[config.mk]
export PLATFORM = sky130hd
export DESIGN_NAME = fifo2axi4_wr
export DESIGN_NICKNAME = d
export VERILOG_FILES = /design/src/rtl/fifo2axi4_wr.sv
export SDC_FILE = /design/constraint.sdc
export NUM_CORES = 1
export LEC_CHECK = 0
export BUFFER_PORTS_ARGS = -buffer_cell sky130_fd_sc_hd__buf_2
export CORE_AREA = 2 2 132 134
export CTS_CLUSTER_DIAMETER = 80
export DETAILED_ROUTE_END_ITERATION = 10
export DIE_AREA = 0 0 134 136
export GPL_TIMING_DRIVEN = 1
export HOLD_SLACK_MARGIN = 0.1
export PLACE_DENSITY = 0.66
export SLEW_MARGIN = 25
export SYNTH_ARGS = -nofsm -noshare
export SYNTH_HDL_FRONTEND = slang
export SYNTH_SLANG_ARGS = --single-unit
[constraint.sdc]
create_clock -name M_AXI_ACLK -period 7.7 [get_ports M_AXI_ACLK]
set_input_delay 1.54 -clock M_AXI_ACLK [delete_from_list [all_inputs] [get_ports M_AXI_ACLK]]
set_output_delay 1.54 -clock M_AXI_ACLK [all_outputs]
set_load 0.03 [all_outputs]
[src/rtl/fifo2axi4_wr.sv]
// fifo2axi4_wr: drains a first-word-fall-through pixel FIFO into DDR frame
// buffers using fixed-length AXI4 INCR write bursts. A burst is launched only
// when the FIFO already holds a full burst, so the W phase never starves
// unless the FIFO is read elsewhere. The frame buffer is chosen from the
// capture stage's frame index at the first burst of each frame.
module fifo2axi4_wr #(
    parameter int                   FAW             = 8,
    parameter int                   AXI4_DATA_WIDTH = 128,
    parameter int                   AXI_ADDR_WIDTH  = 32,
    parameter int                   BURST_LEN       = 16,
    parameter int                   FRAME_BEATS     = 518400,
    parameter logic [AXI_ADDR_WIDTH-1:0] FRAME_BASE   = 32'h1000_0000,
    parameter logic [AXI_ADDR_WIDTH-1:0] FRAME_STRIDE = 32'h0080_0000,
    parameter int                   FIDX_W          = 2
) (
    input  logic                         M_AXI_ACLK,
    input  logic                         M_AXI_ARESETN,
    input  logic                         wr_en,
    input  logic [FIDX_W-1:0]            frame_idx,
    input  logic [AXI4_DATA_WIDTH-1:0]   frd_dat,
    input  logic                         frd_empty,
    input  logic [FAW:0]                 frd_cnt,
    output logic                         frd_en,
    output logic [AXI_ADDR_WIDTH-1:0]    M_AXI_AWADDR,
    output logic [7:0]                   M_AXI_AWLEN,
    output logic [2:0]                   M_AXI_AWSIZE,
    output logic [1:0]                   M_AXI_AWBURST,
    output logic                         M_AXI_AWVALID,
    input  logic                         M_AXI_AWREADY,
    output logic [AXI4_DATA_WIDTH-1:0]   M_AXI_WDATA,
    output logic [AXI4_DATA_WIDTH/8-1:0] M_AXI_WSTRB,
    output logic                         M_AXI_WLAST,
    output logic                         M_AXI_WVALID,
    input  logic                         M_AXI_WREADY,
    input  logic [1:0]                   M_AXI_BRESP,
    input  logic                         M_AXI_BVALID,
    output logic                         M_AXI_BREADY,
    output logic                         frame_done,
    output logic                         bresp_err
);

    localparam int STRB_W = AXI4_DATA_WIDTH / 8;
    localparam int BSHIFT = $clog2(STRB_W);
    localparam int BOFF_W = $clog2(FRAME_BEATS + 1);
    localparam int CNT_W  = FAW + 1;

    typedef enum logic [1:0] {
        ST_IDLE = 2'd0,
        ST_AW   = 2'd1,
        ST_W    = 2'd2,
        ST_B    = 2'd3
    } state_t;

    state_t                    state_q;
    logic [AXI_ADDR_WIDTH-1:0] awaddr_q;
    logic                      awvalid_q;
    logic                      bready_q;
    logic                      frame_done_q;
    logic                      bresp_err_q;
    logic [7:0]                beat_q;
    logic [BOFF_W-1:0]         beat_off_q;
    logic [AXI_ADDR_WIDTH-1:0] frame_base_q;

    logic                      start_s;
    logic [AXI_ADDR_WIDTH-1:0] base_d;
    logic [AXI_ADDR_WIDTH-1:0] awaddr_d;
    logic                      wvalid_s;
    logic                      wlast_s;
    logic                      w_hs_s;
    logic                      b_hs_s;
    logic [BOFF_W-1:0]         beat_off_d;
    logic                      wrap_s;

    // Start condition, frame base selection and burst address for the next AW.
    always_comb begin
        start_s  = 1'b0;
        base_d   = frame_base_q;
        awaddr_d = '0;
        if ((state_q == ST_IDLE) && wr_en && (frd_cnt >= CNT_W'(BURST_LEN))) begin
            start_s = 1'b1;
        end else begin
            start_s = 1'b0;
        end
        // A new frame re-selects its buffer; mid-frame the latched base stays.
        if (beat_off_q == '0) begin
            base_d = FRAME_BASE + (AXI_ADDR_WIDTH'(frame_idx) * FRAME_STRIDE);
        end else begin
            base_d = frame_base_q;
        end
        awaddr_d = base_d + (AXI_ADDR_WIDTH'(beat_off_q) << BSHIFT);
    end

    // W-channel qualifiers and frame offset advance after each burst.
    always_comb begin
        wvalid_s   = 1'b0;
        wlast_s    = 1'b0;
        beat_off_d = beat_off_q + BOFF_W'(BURST_LEN);
        wrap_s     = 1'b0;
        if (state_q == ST_W) begin
            wvalid_s = ~frd_empty;
            wlast_s  = (beat_q == 8'(BURST_LEN - 1));
        end else begin
            wvalid_s = 1'b0;
            wlast_s  = 1'b0;
        end
        if (beat_off_d == BOFF_W'(FRAME_BEATS)) begin
            wrap_s = 1'b1;
        end else begin
            wrap_s = 1'b0;
        end
    end

    assign w_hs_s = wvalid_s & M_AXI_WREADY;
    assign b_hs_s = bready_q & M_AXI_BVALID;

    // Burst FSM: AW request, W beats, B response, plus frame bookkeeping.
    always_ff @(posedge M_AXI_ACLK or negedge M_AXI_ARESETN) begin
        if (!M_AXI_ARESETN) begin
            state_q      <= ST_IDLE;
            awaddr_q     <= '0;
            awvalid_q    <= 1'b0;
            bready_q     <= 1'b0;
            frame_done_q <= 1'b0;
            bresp_err_q  <= 1'b0;
            beat_q       <= 8'd0;
            beat_off_q   <= '0;
            frame_base_q <= FRAME_BASE;
        end else begin
            frame_done_q <= 1'b0;
            // Error is sticky and does not disturb the burst sequence.
            if (b_hs_s && (M_AXI_BRESP != 2'b00)) begin
                bresp_err_q <= 1'b1;
            end
            case (state_q)
                ST_IDLE: begin
                    if (start_s) begin
                        frame_base_q <= base_d;
                        awaddr_q     <= awaddr_d;
                        awvalid_q    <= 1'b1;
                        state_q      <= ST_AW;
                    end
                end
                ST_AW: begin
                    if (M_AXI_AWREADY) begin
                        awvalid_q <= 1'b0;
                        beat_q    <= 8'd0;
                        state_q   <= ST_W;
                    end
                end
                ST_W: begin
                    if (w_hs_s) begin
                        beat_q <= beat_q + 8'd1;
                        if (wlast_s) begin
                            bready_q <= 1'b1;
                            state_q  <= ST_B;
                        end
                    end
                end
                ST_B: begin
                    if (M_AXI_BVALID) begin
                        bready_q <= 1'b0;
                        state_q  <= ST_IDLE;
                        if (wrap_s) begin
                            beat_off_q   <= '0;
                            frame_done_q <= 1'b1;
                        end else begin
                            beat_off_q   <= beat_off_d;
                        end
                    end
                end
                default: begin
                    state_q   <= ST_IDLE;
                    awvalid_q <= 1'b0;
                    bready_q  <= 1'b0;
                end
            endcase
        end
    end

    assign frd_en        = w_hs_s;
    assign M_AXI_AWADDR  = awaddr_q;
    assign M_AXI_AWLEN   = 8'(BURST_LEN - 1);
    assign M_AXI_AWSIZE  = 3'(BSHIFT);
    assign M_AXI_AWBURST = 2'b01;
    assign M_AXI_AWVALID = awvalid_q;
    assign M_AXI_WDATA   = frd_dat;
    assign M_AXI_WSTRB   = {STRB_W{1'b1}};
    assign M_AXI_WLAST   = wlast_s;
    assign M_AXI_WVALID  = wvalid_s;
    assign M_AXI_BREADY  = bready_q;
    assign frame_done    = frame_done_q;
    assign bresp_err     = bresp_err_q;

endmodule

==> metrics.md <==
| Metric | Value |
|---|---|
| Initial DRT Pass Iterations | 4 |
| Area of the multi-input gates | 2550 µm² |
| Root Buffer | clkbuf_16 |
| Post-route clock period utilization | 59.7% |
| Inserted Diodes | 0 |
| Cell taking the most area after synthesis | dfrtp_1 |
| Final Setup Violations | 0 |
| Fin util | 32.7% |
| Fmax achieved | 0.218 GHz |
| Worst R2R Path Depth | 11 |
| Reg area | 2080 µm² |
| Hold_buf cts | 0 |
| Routed length on met3 | 675 µm |
| Top sig layer | met4 |
| Total CTS buffers | 9 |
| Min-Delay Endpoint | bresp_err$_DFFE_PN0P_ |
| Max-slew violations | 0 |
| Clock tree buffer depth | 2 |
| Inst Count DP | 778 |
| Synth Instances | 652 |
| DIE HEIGHT | 136 µm |
| Wl on met1 | 4790 µm |
| Internal | 804 µW |
| Clock power frac | 32.8% |
| Post-Syn Area | 5870 µm² |
| Worst hold slack | 474 ps |
| RSZ-0062 raised after global routing | false |
| Nets | 736 |
| Primary FF master, synth | dfrtp_1 |
| CTS HTree Levels | 3 |
| Worst EP required | 7920 ps |
| Worst hold path cell count | 1 |
| Skew final | 10.1 ps |
| Port bufs | 50 |
| Die ar. | 18200 µm² |
| Row cnt | 48 |
| Layout cell share with drive strength beyond 1 | 15.1% |
| Synthesized flop and latch total | 83 |
| GP Congestion | 0.794 |
| Setup Fix Bufs, Post-CTS | 0 |
| Largest cells by area after synthesis | dfrtp_1 35%, buf_4 21%, ha_1 5.1%, nand2_1 4.3%, o21ai_0 4.1% |
| Power share of the combinational group | 26.0% |
| Rel. slew slack | 34.8% |
| Worst Hold Launch | bresp_err$_DFFE_PN0P_ |
| Post-DRT Antenna Nets | 0 |
| Layout area overhead | -6.01% |
| Yosys warning count | 0 |
| Initial antenna violation count | 0 |
| Total wire length | 10800 µm |
| RR Endpoint | M_AXI_AWADDR[31]$_DFFE_PN0P_ |
| CP Launch Type | flip-flop |
| CTS Sinks | 83 |
| First-pass GRT wire length | 17100 µm |
| CTS tree | built |
| Most common cell in the netlist | buf_4 |
| Endpoint class of the critical path | flip-flop |
| Vias/cell | 4.75 |
| EDFF count, synth | 0 |
| Min-delay worst type | flip-flop to flip-flop |
| Via count | 3773 |
| FFs w/ async S/R, synth | 100% |
| Final Hold Vio Count | 0 |
| Distinct cells, synth | 63 |
| Commonest cells post-synth | 165 x buf_4, 82 x dfrtp_1, 67 x nand2_1, 48 x o21ai_0, 29 x nor2b_1 |
| Pin count of the biggest net entering global routing | 84 |
| Starting Density | 34.8% |
| Min cycle time layout | 4600 ps |
| Setup WS pre-CTS | 3060 ps |
| Post-CTS sizing | 0 |
| Worst slew pin tran | 975 ps |
| Area share of the largest cell type after synthesis | 35.0% |
| Syn_area_per_cell | 9.00 µm² |
| Post-DP HPWL | 7630 µm |
| Worst reg2reg setup slack | 3100 ps |
| WL met2 | 4770 µm |
| P_leak | 2.59 nW |
| Setup ws final | 3100 ps |
| Core area | 16900 µm² |
| Sequential power share | 41.2% |
| Switching power | 470 µW |
| # DRC | 0 |
| Worst-path maximum fanout | 22 |
| Die width | 134 µm |
| Path type of the worst setup path | flip-flop to flip-flop |
| Crit path DAT | 4820 ps |
| Switching share of power | 36.9% |
| Fill cells | 1736 |
| Launch point of the worst reg-to-reg path | beat_off_q[10]$_DFFE_PN0P_ |
| Setup Total Neg Slack | 0 ps |
| Iter 0 DRT Violations | 170 |
| I/O pins | 344 |
| Non-filler cells, final | 794 |
| Max Cap Viol | 0 |
| DR WL/cell | 13.5 µm |
| Pwr Density | 231 nW/µm² |
| Clk slew on worst S/H paths | 70 ps |
| Sequential area share after synthesis | 35.4% |
| Grt ovf | 0 |
| Max VDD drop | 0.105 mV |
| Gr usage total | 11.9% |
| Vias in the first global route | 3405 |
| Clk Latency, worst-skew pair | 350 ps |
| Status | complete, no violations |
-- placed cells by master, fill, tap and decap left out, types with 3 or more instances in the layout --
cell	netlist	layout
o211ai_1	5	5
o21ai_1	3	3
inv_1	13	13
nand2_1	67	67
o31ai_1	6	6
nor4_1	4	4
nand3b_1	3	3
or2_2	3	3
mux2_2	3	3
o21a_1	4	4
nand4_1	5	5
o21ai_0	48	48
clkbuf_16	0	9
nor3_1	4	4
ha_1	24	24
mux2i_1	3	3
and2_1	21	21
nand3_1	19	19
a21oi_1	21	21
a22o_1	6	6
buf_2	3	49
or3_1	4	4
conb_1	2	33
clkinvlp_4	0	3
nor2b_1	29	29
nand2b_1	3	3
xnor2_1	19	19
nor2_1	18	18
dfrtp_1	82	82
and3_1	6	6
xor2_1	6	6
-- through the flow --
stage | power, mW | instance area [µm²]
after CTS | 1.29 | 5510
after floorplan | 0.918 | 5980
after global placement | 0.863 | 5230
after detailed placement | 0.869 | 5230
final | 1.27 | 5510
after global routing | 1.36 | 5510
-- critical path, stage by stage, from the launching register on --
cell and delay (ps):
dfrtp_1 490, nor4_1 490, nand4_1 850, and2_1 490, ha_1 300, o21ai_0 150
o21ai_1 340, a21oi_1 260, o31ai_4 390, or4b_1 500, xnor2_1 150, o21ai_1 70
-- layout make-up --
| class | count | share of cell area, % |
|---|---|---|
| multi-input combinational | 405 | 46.2 |
| sequential | 83 | 37.7 |
| tap | 225 | 5.11 |
| timing repair buffer | 52 | 4.92 |
| clock buffer | 9 | 4.08 |
| clock inverter | 7 | 1.09 |
| inverter | 13 | 0.885 |
-- metal layers --
metal  vias to the layer above  GRT usage [%]
met5                         -              0
met4                         0           8.04
met3                        51           4.18
met2                       121           17.5
met1                      1761           14.7
li1                       1840              -
-- state kept, by name, indices dropped and copies added, names as in the netlist --
signal / flops
bresp_err: 1
state_q: 2
M_AXI_AWVALID: 1
M_AXI_BREADY: 1
beat_q: 8
frame_base_q: 28
M_AXI_AWADDR: 26
frame_done: 1
beat_off_q: 15
-- cell families (layout without fill, tap and decap cells) --
family	Yosys count	count (layout)	synth area share, %
fa+ha+maj	24	24	5.12
other cells	2	33	0.128
mux	6	6	1.09
compound gates	112	112	11.9
xor+xnor	25	25	3.73
flops	83	83	35.4
simple gates	205	205	19.5
buf+inv	195	81	23.1
-- power groups by stage --
stage	clock (mW)	sequential, mW	combinational [mW]
detailed placement	0	0.533	0.335
global route	0.448	0.533	0.377
floorplan	0	0.563	0.354
finish	0.418	0.525	0.331
CTS	0.430	0.526	0.337
global placement	0	0.531	0.332
-- worst max-delay path by stage --
stage / startpoint / endpoint
2_1_floorplan: frd_empty / frd_en
3_3_place_gp: beat_off_q[10]$_DFFE_PN0P_ / M_AXI_AWADDR[22]$_DFFE_PN0P_
3_5_place_dp: beat_off_q[10]$_DFFE_PN0P_ / M_AXI_AWADDR[22]$_DFFE_PN0P_
4_1_cts: beat_off_q[10]$_DFFE_PN0P_ / M_AXI_AWADDR[22]$_DFFE_PN0P_
5_1_grt: beat_off_q[10]$_DFFE_PN0P_ / M_AXI_AWADDR[22]$_DFFE_PN0P_
6_report: beat_off_q[10]$_DFFE_PN0P_ / M_AXI_AWADDR[31]$_DFFE_PN0P_
Note: power is estimated with default switching activity, not from simulation.
